## src/rtl/dram_cmd_sched_pkg.sv

```systemverilog
// rtl/dram_cmd_sched_pkg.sv - command and state encodings for the DRAM command scheduler
//
// Purpose: encodings shared by the scheduler, its timer and the bench.
//   CMD_*  : values driven on the command bus.
//   ST_*   : scheduler FSM states.
//   wait_load() : load value for the shared wait timer so that the state
//                 following a wait begins exactly T cycles after the command.
package dram_cmd_sched_pkg;

  localparam logic [2:0] CMD_NOP = 3'd0;
  localparam logic [2:0] CMD_ACT = 3'd1;
  localparam logic [2:0] CMD_RD  = 3'd2;
  localparam logic [2:0] CMD_WR  = 3'd3;
  localparam logic [2:0] CMD_PRE = 3'd4;
  localparam logic [2:0] CMD_REF = 3'd5;

  localparam logic [3:0] ST_IDLE  = 4'd0;
  localparam logic [3:0] ST_FETCH = 4'd1;
  localparam logic [3:0] ST_LOAD  = 4'd2;
  localparam logic [3:0] ST_PRE   = 4'd3;
  localparam logic [3:0] ST_TRP   = 4'd4;
  localparam logic [3:0] ST_ACT   = 4'd5;
  localparam logic [3:0] ST_TRCD  = 4'd6;
  localparam logic [3:0] ST_CMD   = 4'd7;
  localparam logic [3:0] ST_REF   = 4'd8;
  localparam logic [3:0] ST_TRFC  = 4'd9;

  // The timer is loaded in the command cycle and the wait state exits in the
  // cycle its done flag is seen, so a T-cycle spacing needs a load of T-2.
  function automatic logic [7:0] wait_load(input int t);
    return (t >= 2) ? 8'(t - 2) : 8'd0;
  endfunction

endpackage

```

## src/rtl/dram_timer.sv

```systemverilog
// rtl/dram_timer.sv - loadable 8-bit down-counter with done flag
//
// Purpose: saturating down-counter; done_o is high while the count is zero.
// Ports:
//   clk_i       clock
//   rst_i       synchronous active-high reset, count <= RST_VAL
//   load_i      load load_val_i this cycle (takes priority over counting)
//   load_val_i  value to load
//   done_o      count has reached zero
module dram_timer #(
  parameter logic [7:0] RST_VAL = 8'd0
) (
  input  logic       clk_i,
  input  logic       rst_i,
  input  logic       load_i,
  input  logic [7:0] load_val_i,
  output logic       done_o
);

  logic [7:0] cnt_q, cnt_d;

  always_comb begin
    cnt_d = cnt_q;
    if (load_i) begin
      cnt_d = load_val_i;
    end else if (cnt_q != 8'd0) begin
      cnt_d = cnt_q - 8'd1;
    end
  end

  always_ff @(posedge clk_i) begin
    if (rst_i) begin
      cnt_q <= RST_VAL;
    end else begin
      cnt_q <= cnt_d;
    end
  end

  assign done_o = (cnt_q == 8'd0);

endmodule

```

## src/rtl/dram_cmd_sched.sv

```systemverilog
// rtl/dram_cmd_sched.sv - open-page DRAM command scheduler with periodic refresh
//
// Purpose: pops one request word at a time from the request FIFO and issues
//   ACT / RD / WR / PRE under an open-page policy, enforcing tRCD, tRP, tRAS,
//   tRFC and inserting a refresh every T_REFI cycles.
// Ports:
//   clk_i         clock
//   rst_i         synchronous active-high reset
//   req_data_i    FIFO word: [MSB]=we, [COL_W+:ROW_W]=row, [COL_W-1:0]=col
//   empty_flag_i  FIFO empty
//   rd_en_o       FIFO pop strobe (one cycle per request)
//   cmd_o         NOP/ACT/RD/WR/PRE/REF
//   cmd_row_o     row during ACT, else 0
//   cmd_col_o     column during RD/WR, else 0
//   busy_o        high whenever the FSM is not idle
module dram_cmd_sched
  import dram_cmd_sched_pkg::*;
#(
  parameter int ROW_W  = 4,
  parameter int COL_W  = 3,
  parameter int T_RCD  = 3,
  parameter int T_RP   = 3,
  parameter int T_RAS  = 6,
  parameter int T_RFC  = 8,
  parameter int T_REFI = 64
) (
  input  logic                   clk_i,
  input  logic                   rst_i,
  input  logic [ROW_W+COL_W:0]   req_data_i,
  input  logic                   empty_flag_i,
  output logic                   rd_en_o,
  output logic [2:0]             cmd_o,
  output logic [ROW_W-1:0]       cmd_row_o,
  output logic [COL_W-1:0]       cmd_col_o,
  output logic                   busy_o
);

  localparam int REQ_W = 1 + ROW_W + COL_W;

  logic [3:0]       state_q, state_d;
  logic [REQ_W-1:0] req_q, req_d;
  logic             row_open_q, row_open_d;
  logic [ROW_W-1:0] open_row_q, open_row_d;
  logic             ref_pend_q, ref_pend_d;
  logic             req_live_q, req_live_d;

  logic       wait_load_en, wait_done, tras_done, refi_done, pre_go;
  logic [7:0] wait_val;

  // PRE is held in its state (cmd NOP) until the row has been open for tRAS.
  assign pre_go = (state_q == ST_PRE) && tras_done;

  assign wait_load_en = (state_q == ST_ACT) || (state_q == ST_REF) || pre_go;

  always_comb begin
    wait_val = wait_load(T_RP);
    if (state_q == ST_ACT) wait_val = wait_load(T_RCD);
    if (state_q == ST_REF) wait_val = wait_load(T_RFC);
  end

  dram_timer #(.RST_VAL(8'd0)) u_wait (
    .clk_i(clk_i), .rst_i(rst_i), .load_i(wait_load_en),
    .load_val_i(wait_val), .done_o(wait_done)
  );

  dram_timer #(.RST_VAL(8'd0)) u_tras (
    .clk_i(clk_i), .rst_i(rst_i), .load_i(state_q == ST_ACT),
    .load_val_i(8'(T_RAS - 1)), .done_o(tras_done)
  );

  // Free-running: reloads itself in the cycle it reaches zero.
  dram_timer #(.RST_VAL(8'(T_REFI - 1))) u_trefi (
    .clk_i(clk_i), .rst_i(rst_i), .load_i(refi_done),
    .load_val_i(8'(T_REFI - 1)), .done_o(refi_done)
  );

  always_comb begin
    state_d    = state_q;
    req_d      = req_q;
    row_open_d = row_open_q;
    open_row_d = open_row_q;
    ref_pend_d = ref_pend_q | refi_done;
    req_live_d = req_live_q;
    case (state_q)
      ST_IDLE: begin
        if (ref_pend_q)         state_d = row_open_q ? ST_PRE : ST_REF;
        else if (!empty_flag_i) state_d = ST_FETCH;
      end
      ST_FETCH: state_d = ST_LOAD;
      ST_LOAD: begin
        req_d      = req_data_i;
        req_live_d = 1'b1;
        if (row_open_q && (req_data_i[COL_W +: ROW_W] == open_row_q)) state_d = ST_CMD;
        else if (!row_open_q)                                        state_d = ST_ACT;
        else                                                         state_d = ST_PRE;
      end
      ST_PRE: begin
        if (tras_done) begin
          row_open_d = 1'b0;
          // A precharge for a row miss must finish its request before any
          // pending refresh is taken; only a refresh-initiated PRE goes to REF.
          if (T_RP > 1) state_d = ST_TRP;
          else          state_d = req_live_q ? ST_ACT : ST_REF;
        end
      end
      ST_TRP: begin
        if (wait_done) state_d = req_live_q ? ST_ACT : ST_REF;
      end
      ST_ACT: begin
        row_open_d = 1'b1;
        open_row_d = req_q[COL_W +: ROW_W];
        state_d    = (T_RCD > 1) ? ST_TRCD : ST_CMD;
      end
      ST_TRCD: begin
        if (wait_done) state_d = ST_CMD;
      end
      ST_CMD: begin
        req_live_d = 1'b0;
        state_d    = ST_IDLE;
      end
      ST_REF: begin
        // An expiry landing in the REF cycle starts a fresh interval.
        ref_pend_d = refi_done;
        state_d    = (T_RFC > 1) ? ST_TRFC : ST_IDLE;
      end
      ST_TRFC: begin
        if (wait_done) state_d = ST_IDLE;
      end
      default: state_d = ST_IDLE;
    endcase
  end

  always_ff @(posedge clk_i) begin
    if (rst_i) begin
      state_q    <= ST_IDLE;
      req_q      <= '0;
      row_open_q <= 1'b0;
      open_row_q <= '0;
      ref_pend_q <= 1'b0;
      req_live_q <= 1'b0;
    end else begin
      state_q    <= state_d;
      req_q      <= req_d;
      row_open_q <= row_open_d;
      open_row_q <= open_row_d;
      ref_pend_q <= ref_pend_d;
      req_live_q <= req_live_d;
    end
  end

  assign rd_en_o = (state_q == ST_FETCH);
  assign busy_o  = (state_q != ST_IDLE);

  always_comb begin
    cmd_o = CMD_NOP;
    case (state_q)
      ST_ACT:  cmd_o = CMD_ACT;
      ST_CMD:  cmd_o = req_q[REQ_W-1] ? CMD_WR : CMD_RD;
      ST_REF:  cmd_o = CMD_REF;
      ST_PRE:  cmd_o = pre_go ? CMD_PRE : CMD_NOP;
      default: cmd_o = CMD_NOP;
    endcase
  end

  assign cmd_row_o = (state_q == ST_ACT) ? req_q[COL_W +: ROW_W] : '0;
  assign cmd_col_o = (state_q == ST_CMD) ? req_q[COL_W-1:0] : '0;

endmodule

```

## config.mk

```make
export PLATFORM = sky130hd
export DESIGN_NAME = dram_cmd_sched
export DESIGN_NICKNAME = d
export VERILOG_FILES = /design/src/rtl/dram_cmd_sched_pkg.sv /design/src/rtl/dram_timer.sv /design/src/rtl/dram_cmd_sched.sv
export SDC_FILE = /design/constraint.sdc
export NUM_CORES = 1
export LEC_CHECK = 0
export BUFFER_PORTS_ARGS = -buffer_cell sky130_fd_sc_hd__buf_2
export CAP_MARGIN = 20
export CORE_MARGIN = 8
export CORE_UTILIZATION = 60
export CTS_CLUSTER_DIAMETER = 30
export CTS_CLUSTER_SIZE = 28
export DETAILED_ROUTE_END_ITERATION = 6
export PLACE_DENSITY = 0.81
export SLEW_MARGIN = 20
export SYNTH_ARGS = -nofsm -noshare
export SYNTH_HDL_FRONTEND = slang
export SYNTH_SLANG_ARGS = --single-unit
```

## constraint.sdc

```tcl
create_clock -name clk_i -period 5.23 [get_ports clk_i]
set_clock_uncertainty 0.05 [all_clocks]
set_input_delay 0.523 -clock clk_i [delete_from_list [all_inputs] [get_ports clk_i]]
set_output_delay 0.523 -clock clk_i [all_outputs]
set_load 0.03 [all_outputs]
```

==> run metrics, run 1 <==
Layout Area Growth over Synthesis 9.02%; #FFs+latches synth 43; Tightest Pin Transition ~0.84 ns; Gate Count Post-Synth 262; FF-to-FF setup slack 3.20 ns; most frequent cells in the layout dfxtp_1 (43), nand2_1 (41), nor2_1 (27); Worst Hold Path Cells 3; I/O pins 23; TritonCTS Sinks 43; initial DRC count 91; post-CTS setup buffer count 0; fin cells 330; max-cap violation count 0; first-pass GRT wire length 7.05 mm; largest net degree at the start of global routing 33; Crit. End Element output port; worst-case reg-to-reg path depth 4; DP Wirelength 2.97 mm; synth unique cells 53; largest area contributor in the netlist dfxtp_1; gr ovfl total 0; synth top area cells dfxtp_1 (40%), nand2_1 (7.1%), xnor2_1 (5.2%), nor2_1 (4.7%), a21oi_1 (4.4%); vias in the first global route 1,651; total power roughly 1.2 mW; P_sw 506 uW; hold path endpoint req_q[0]$_SDFFE_PP0P_; Core Area 3580 sq um; post-cts sizing count 0; Gate power share 0.444; clock slew at reported path FFs ~0.12 ns; clock power share 0.146; Slew Limit Headroom 0.442; Max H-tree Level 2; switch share 0.407; Routed WL 4.12 mm; # DRC 0; Die Ht between 70 and 80 um; crit path max fanout 18; WP data required 4.66 ns; Synth Flop Type dfxtp_1; Syn Nets 279; leakage power 0.978 nW; routed vias between 1,500 and 2,000; internal power 738 uW; ANT cells 0; most common cell after layout, fill and taps aside dfxtp_1; Hold WC Path Type input port to flop; initial antenna violation count 0; placed cell area 2300 sq um; Startpoint Class flop; Reg power frac 0.411; clk_lat worst skew 0.35 ns; Post-CTS Hold Fix Bufs 0; layout cells sized above 1 0.149; endpoints failing hold 0; DR WL/cell 12.5 um; maximum clock insertion buffer count 2; Power Dens Cells around 520 nW/um^2; Finished Cell Area 2370 sq um; Post-synth EDFFs 0; Worst Path Arrival 2.06 ns; DR pass1 iterations 5; Die X 76.2 um; fin util 0.663; Hold Startpoint req_data_i[0]; part of the cycle the worst path needs 0.503; total track usage 0.141; Placed Cells incl. Taps around 320; max-slew violations 0; IR drop worst, VDD 0.233 mV; clock root buffer clkbuf_4; share of the synthesized area in the top cell type 0.395; CTS tree done; Yosys warnings 0; CTS Buf Count 5; Fin Setup TNS 0 ns; setup violators final 0; crit path time final 2.63 ns; DIE AREA 5810 sq um; RSZ-0062 raised after global routing false; Final nets 298; status complete, no violations; synthesized area per cell 8.31 sq um; reg2reg start state_q[3]$_SDFFE_PP0P_; CP Class flop to output port; Initial Util 0.608; Core Rows 22; f_max 380 MHz; post-synthesis async set-or-reset flop share 0; endpoint of the worst register-to-register path state_q[0]$_SDFFE_PP0P_; gpl congestion around 0.8; Routed Antenna Nets 0; sequential area share after synthesis 0.395; port bufs 22; Avg Vias per Cell 5.42; synthesized area approximately 2200 sq um
[cell families (layout without fill, tap and decap cells)]
family / after synthesis / in the layout / share of synthesized area
AO/OA/AOI/OAI: 45 / 45 / 0.130
XOR/XNOR: 22 / 22 / 0.0885
adder cells (fa/ha/maj): 6 / 6 / 0.0345
buffers and inverters: 23 / 43 / 0.0437
flip-flops: 43 / 43 / 0.395
multiplexers: 2 / 2 / 0.00977
AND/OR/NAND/NOR: 121 / 121 / 0.298
[flip-flops by register name (all words and copies together), names as in the netlist]
name           cells
u_tras.cnt_q       8
open_row_q         4
state_q            4
ref_pend_q         1
u_wait.cnt_q       8
req_q              8
req_live_q         1
row_open_q         1
u_trefi.cnt_q      8
[metrics by stage]
stage	hold WS, ns	worst slack (ns)
floorplan	0.347	2.91
global placement	0.370	3.07
detailed placement	0.367	3.01
CTS	0.334	2.60
global route	0.333	2.44
finish	0.345	2.60
[cell usage after synthesis (3+ instances only)]
master,number
ha_1,6
nand3_1,5
clkbuf_1,8
nor2_1,27
a31oi_1,3
nor4b_1,3
xor2_1,9
or3_1,3
nand2b_1,4
nor3b_1,3
nor3_1,8
dfxtp_1,43
inv_1,13
nand2_1,41
and2_1,3
xnor2_1,13
o21ai_0,8
a21oi_1,19
[critical path, cell delays in order (launching register included)]
cell     delay (ns)
dfxtp_1        0.66
inv_1          0.14
or3_1          0.54
nand3_1        0.15
buf_2          0.21
[area by class of cell]
| class | count | area (sq um) |
|---|---|---|
| Timing Repair Buffer | 22 | 110 |
| Clock inverter | 1 | 7.51 |
| Clock buffer | 7 | 65.1 |
| Tap cell | 48 | 60.1 |
| Inverter | 13 | 48.8 |
| Sequential cell | 43 | 861 |
| Multi-Input combinational cell | 196 | 1220 |
| Fill cell | 321 | 1200 |
[layer usage]
layer / GRT usage / routed length, um / part of all wire
met1: 0.175 / 2060 / 0.50
met2: 0.226 / 1860 / 0.45
met3: 0.0377 / 142 / 0.034
met4: 0.0577 / 64 / 0.016
met5: 0 / 0 / 0
[worst max-delay path by stage]
| stage | endpoint | cells after the start | start | slack, ns |
|---|---|---|---|---|
| 6_report | cmd_o[0] | 4 | state_q[2]$_SDFFE_PP0P_ | 2.60 |
| 5_1_grt | cmd_o[0] | 4 | state_q[2]$_SDFFE_PP0P_ | 2.44 |
| 4_1_cts | cmd_o[0] | 4 | state_q[2]$_SDFFE_PP0P_ | 2.60 |
| 3_5_place_dp | cmd_o[0] | 4 | state_q[2]$_SDFFE_PP0P_ | 3.01 |
| 3_3_place_gp | cmd_o[0] | 4 | state_q[2]$_SDFFE_PP0P_ | 3.07 |
| 2_1_floorplan | cmd_col_o[0] | 5 | state_q[2]$_SDFFE_PP0P_ | 2.91 |
[power by group through the flow]
stage / sequential (mW) / clock, mW / combinational, mW
after floorplan: 0.474 / 0 / 0.488
after global placement: 0.514 / 0 / 0.540
after detailed placement: 0.518 / 0 / 0.551
after CTS: 0.511 / 0.188 / 0.554
after global routing: 0.528 / 0.201 / 0.626
final: 0.511 / 0.181 / 0.552
(Power assumes the default switching activity.)
==> run 2: changes to the inputs <==
Settings changed: CORE_UTILIZATION 60 to 52, PLACE_DENSITY 0.81 to 0.75.
Clock period 5.23 ns to 2.2 ns, I/O delays scaled along.
==> run 2 against run 1 <==
Effect of this change: via count up 3.6%; routed wire length grew 12%; non-clock buffer count grew 5; highest routed layer unchanged.
==> run metrics, run 2 (same netlist as run 1, synthesis figures left out) <==
Power Dens Cells 1290 nW/um^2 (+150%); worst path cell trace buf_4, nand2b_1, or3_1, nand3_1, buf_2; clock root buffer clkbuf_8; CTS Buf Count 5 (unchanged); f_max 486 MHz; Post-CTS Hold Fix Bufs 0 (unchanged); Core Rows 23 (+4.5%); clock slew at reported path FFs 0.08 ns (-0.04 ns); Slowest cell on crit path or3_1; status complete, no violations; Hold WC Path Type input port to flop; Slew Limit Headroom 0.625 (+0.183); placed cell area 2340 sq um (+1.7%); Startpoint Class flop; Initial Util 0.540 (-0.0680); # DRC 0 (unchanged); DP Wirelength 3.22 mm (+8.3%); CTS tree done; TritonCTS Sinks 43 (unchanged); most frequent cells in the layout dfxtp_1 (42), nand2_1 (41), nor2_1 (26); max-cap violation count 0 (unchanged); post-CTS setup buffer count 0 (unchanged); DIE AREA 6510 sq um (+12%); vias in the first global route 1,796 (+8.8%); Crit. End Element output port; WP data required 1.93 ns (-2.73 ns); part of the cycle the worst path needs 0.935; most common cell after layout, fill and taps aside dfxtp_1; layout cells sized above 1 0.171 (+0.0224); gr ovfl total 0 (unchanged); worst-case reg-to-reg path depth 4 (unchanged); initial DRC count 82 (-9.9%); clk_lat worst skew 0.29 ns (-0.06 ns); Worst Path Arrival 1.79 ns (-0.27 ns); total track usage 0.149 (+0.00776); ANT cells 0 (unchanged); maximum clock insertion buffer count 2 (unchanged); Final WS setup 0.144 ns (-2.46 ns); initial antenna violation count 0 (unchanged); I/O pins 23 (unchanged); DR pass1 iterations 4 (-1); Routed WL 4.61 mm (+12%); crit path max fanout 15 (-3); largest net degree at the start of global routing 33 (unchanged); Routed Antenna Nets 0 (unchanged); first-pass GRT wire length 7.94 mm (+13%); setup violators final 0 (unchanged); Max H-tree Level 2 (unchanged); routed vias 1,855 (+3.6%); Core Area 4030 sq um (+13%); Fin Setup TNS 0 ns (unchanged); Finished Cell Area 2450 sq um (+3.1%); Avg Vias per Cell 5.52 (+1.8%); RSZ-0062 raised after global routing false; post-cts sizing count 0 (unchanged); Die Ht 80.7 um (+5.9%); pre-CTS setup slack 0.299 ns (-2.71 ns); gpl congestion 0.877 (+9.1%); port bufs 22 (unchanged); Tightest Pin Transition 0.562 ns (-0.273 ns); endpoints failing hold 0 (unchanged); CP Class flop to output port; total power 3.15 mW (+150%); Layout Area Growth over Synthesis 12.4%; DR WL/cell 13.7 um (+9.9%); max-slew violations 0 (unchanged); Worst Hold Path Cells 3 (unchanged); Final nets 303 (+1.7%); crit path time final 2.06 ns; Die X 80.7 um (+5.9%); leakage power 1.02 nW (+4.2%); crit-path max cell delay 0.43 ns (-0.23 ns); IR drop worst, VDD 0.529 mV (+130%)
## run 2: cell types whose count changed in the layout (fill, tap and decap cells not counted)
cell / delta
clkinv_2: +1
nor3b_1: -1
nor2_2: +1
buf_4: +5
nor4_4: +1
nor4_2: -1
clkinvlp_4: -1
dfxtp_1: -1
clkbuf_8: +4
nor3b_2: +1
dfxtp_2: +1
clkbuf_4: -5
nor2_1: -1
## run 2: through the flow
step,instances,hold WS (ns),utilization
after detailed placement,329,0.374,0.581
final,336,0.117,0.607
after floorplan,262,0.306,-
after global routing,336,0.120,0.607
after CTS,336,0.112,0.603
after global placement,329,0.371,0.581
## run 2: power breakdown
| group | leakage (nW) | total (mW) | internal, mW | switching (mW) |
|---|---|---|---|---|
| clock network | 0.0470 | 0.500 | 0.246 | 0.253 |
| registers | 0.352 | 1.19 | 0.974 | 0.214 |
| logic | 0.620 | 1.46 | 0.646 | 0.817 |
## run 2: metal layers
metal	wire (um)	GRT usage	vias to the layer above
li1	-	-	954
met1	2160	0.179	863
met2	2210	0.250	36
met3	217	0.0391	2
met4	26	0.0536	0
met5	0	0	-
## run 2: critical path: cells and delay by family, from the launching register on
kind                   cells  cell delay [ns]
AND/OR/NAND/NOR            3             0.76
buffers and inverters      2             0.40
flip-flops                 1             0.34
## run 2: layout make-up
cell class	count	area, sq um
Timing Repair Buffer	27	148
Sequential cell	43	862
Clock inverter	1	5.00
Tap cell	50	62.6
Clock buffer	6	82.6
Fill cell	381	1580
Multi-Input combinational cell	196	1240
Inverter	13	48.8
## run 2: final timing paths
path         slack (ns)                          start                            end
min reg2reg        0.39  u_trefi.cnt_q[0]$_SDFFE_PP1N_  u_trefi.cnt_q[0]$_SDFFE_PP1N_
max reg2reg        0.34        state_q[1]$_SDFFE_PP0P_        state_q[0]$_SDFFE_PP0P_
max                0.14        state_q[3]$_SDFFE_PP0P_                       cmd_o[0]
min                0.12                  req_data_i[2]          req_q[2]$_SDFFE_PP0P_
==> run 3: changes to the inputs <==
Settings changed: CORE_UTILIZATION 52 to 55, CTS_BUF_LIST set to sky130_fd_sc_hd__clkbuf_2 sky130_fd_sc_hd__clkbuf_4 sky130_fd_sc_hd__clkbuf_8, PLACE_DENSITY 0.75 to 0.78.
==> run 3 against run 2 <==
Effect of this change: setup slack improved by 0.0015 ns; die area shrank 4.4%; via count shrank 0.49%; sequential power about the same; cell area grew 0.36%; global-route usage rose by 0.62 points; critical path depth is the same; first-iteration DRC count down 33%; utilization up 2.0 points; fmax about the same; worst hold slack got worse by 0.018 ns; largest power group unchanged; highest routed layer unchanged.
==> run metrics, run 3 (same netlist as run 1, synthesis figures left out) <==
placed cell area 2350 sq um (+0.32%); first-pass GRT wire length 7.89 mm (-0.53%); clock slew at reported path FFs 0.09 ns (about the same); Routed Antenna Nets 0 (unchanged); Hold WC Path Type input port to flop; # DRC 0 (unchanged); reg2reg start state_q[3]$_SDFFE_PP0P_; Core Rows 23 (unchanged); crit path time final 2.05 ns (-0.00152 ns); ANT cells 0 (unchanged); DP Wirelength 3.20 mm (-0.39%); number of fill cells in the layout 376 (-1.3%); max-cap violation count 0 (unchanged); DR pass1 iterations 4 (unchanged); routed vias 1,846 (-0.49%); Final nets 304 (+0.33%); Worst Hold Path Cells 3 (unchanged); clk_lat worst skew 0.30 ns (about the same); Core Area 3910 sq um (-2.9%); FF-to-FF setup slack 0.27 ns (-0.07 ns); most common cell after layout, fill and taps aside dfxtp_1; Layout Area Growth over Synthesis 12.8%; gr ovfl total 0 (unchanged); CP Class flop to output port; switch share 0.401 (-0.00690); DIE AREA 6230 sq um (-4.4%); endpoint of the worst register-to-register path state_q[0]$_SDFFE_PP0P_; RSZ-0062 raised after global routing false; Top Layer Used met4; Placed Cells incl. Taps 330 (+0.30%); crit path max fanout 11 (-4); Setup crit start state_q[0]$_SDFFE_PP0P_; Avg Vias per Cell 5.46 (-1.1%); total power 3.12 mW (-1.0%); maximum clock insertion buffer count 2 (unchanged); fin cells 338 (+0.60%); I/O pins 23 (unchanged); Reg power frac 0.375 (-0.002); worst-case reg-to-reg path depth 4 (unchanged); initial DRC count 55 (-33%); f_max 487 MHz (about the same); status complete, no violations; met3 WL post-DR 206 um (-5.1%); metal2 WL 2.00 mm (-9.5%); internal power 1.87 mW (+0.14%); post-cts sizing count 0 (unchanged); total track usage 0.155 (+0.00617); Crit. End Element output port; WP data required 1.93 ns (about the same); crit path capture cmd_o[2]; post-CTS setup buffer count 0 (unchanged); Fin Setup TNS 0 ns (unchanged); Startpoint Class flop; Slew Limit Headroom 0.625 (about the same); Die Ht 78.9 um (-2.2%); Sequential Area 861 sq um (-0.15%); Worst Path Arrival 1.78 ns (about the same); initial antenna violation count 0 (unchanged); P_sw 1.25 mW (-2.7%); Initial Util 0.556 (+0.0159); CTS Buf Count 5 (unchanged); vias in the first global route 1,771 (-1.4%); largest net degree at the start of global routing 33 (unchanged); endpoints failing hold 0 (unchanged); leakage power 1.03 nW (+0.82%); Tightest Pin Transition 0.562 ns (+0.000267 ns); Routed WL 4.40 mm (-4.5%); setup violators final 0 (unchanged); DR WL/cell 13.0 um (-5.1%); port bufs 22 (unchanged); most frequent cells in the layout dfxtp_1 (43), nand2_1 (41), nor2_1 (27); Power Dens Cells 1270 nW/um^2 (-1.4%); clock power share 0.170 (+0.011); gpl congestion 0.910 (+3.8%); multi-input logic area 1230 sq um (-0.51%); M1 wire length 2.13 mm (-1.2%); Post-CTS Hold Fix Bufs 0 (unchanged); Die X 78.9 um (-2.2%); clock root buffer clkbuf_8; Max H-tree Level 2 (unchanged); Gate power share 0.456 (-0.008); layout cells sized above 1 0.174 (+0.00228); CTS tree done; TritonCTS Sinks 43 (unchanged); Finished Cell Area 2450 sq um (+0.36%); max-slew violations 0 (unchanged); IR drop worst, VDD 0.673 mV (+27%); part of the cycle the worst path needs 0.934 (about the same)
## run 3: layout make-up
class,instances,share of cell area
clock inverters,2,0.00561
multi-input cells,196,0.502
inverters,13,0.0199
repair buffers,28,0.0632
clock buffers,6,0.0336
well taps,50,0.0255
flip-flops and latches,43,0.351
## run 3: worst min-delay path by stage
stage               slack (ns)                       endpoint                          start
floorplan                 0.31          req_q[0]$_SDFFE_PP0P_                  req_data_i[0]
global placement          0.37  u_trefi.cnt_q[0]$_SDFFE_PP1N_  u_trefi.cnt_q[0]$_SDFFE_PP1N_
detailed placement        0.38  u_trefi.cnt_q[0]$_SDFFE_PP1N_  u_trefi.cnt_q[0]$_SDFFE_PP1N_
CTS                       0.09          req_q[0]$_SDFFE_PP0P_                  req_data_i[0]
global route              0.09          req_q[2]$_SDFFE_PP0P_                  req_data_i[2]
finish                     0.1          req_q[0]$_SDFFE_PP0P_                  req_data_i[0]
## run 3: worst max-delay path, cell delays in order, from the launching register on
cell      delay, ns
dfxtp_1        0.41
buf_4          0.20
nor4bb_1       0.29
nand3_1        0.23
nand2_1        0.15
buf_2          0.21
## run 3: layer usage
layer / track usage / vias up
met5: 0 / -
met4: 0.0648 / 0
met3: 0.0485 / 9
met2: 0.239 / 35
met1: 0.197 / 847
li1: - / 955
## run 3: per-stage QoR
stage / setup WS [ns] / utilization / hold slack [ns]
floorplan: 0.179 / - / 0.306
global placement: 0.349 / 0.600 / 0.375
detailed placement: 0.302 / 0.600 / 0.384
CTS: 0.0784 / 0.625 / 0.0928
global route: 0.00386 / 0.627 / 0.0875
finish: 0.146 / 0.627 / 0.0992
## run 3: power groups by stage
stage / clock network, mW / logic (mW) / registers [mW]
after global routing: 0.585 / 1.62 / 1.21
after global placement: 0 / 1.39 / 1.17
final: 0.530 / 1.42 / 1.17
after detailed placement: 0 / 1.42 / 1.18
after floorplan: 0 / 1.16 / 1.13
after CTS: 0.549 / 1.42 / 1.17
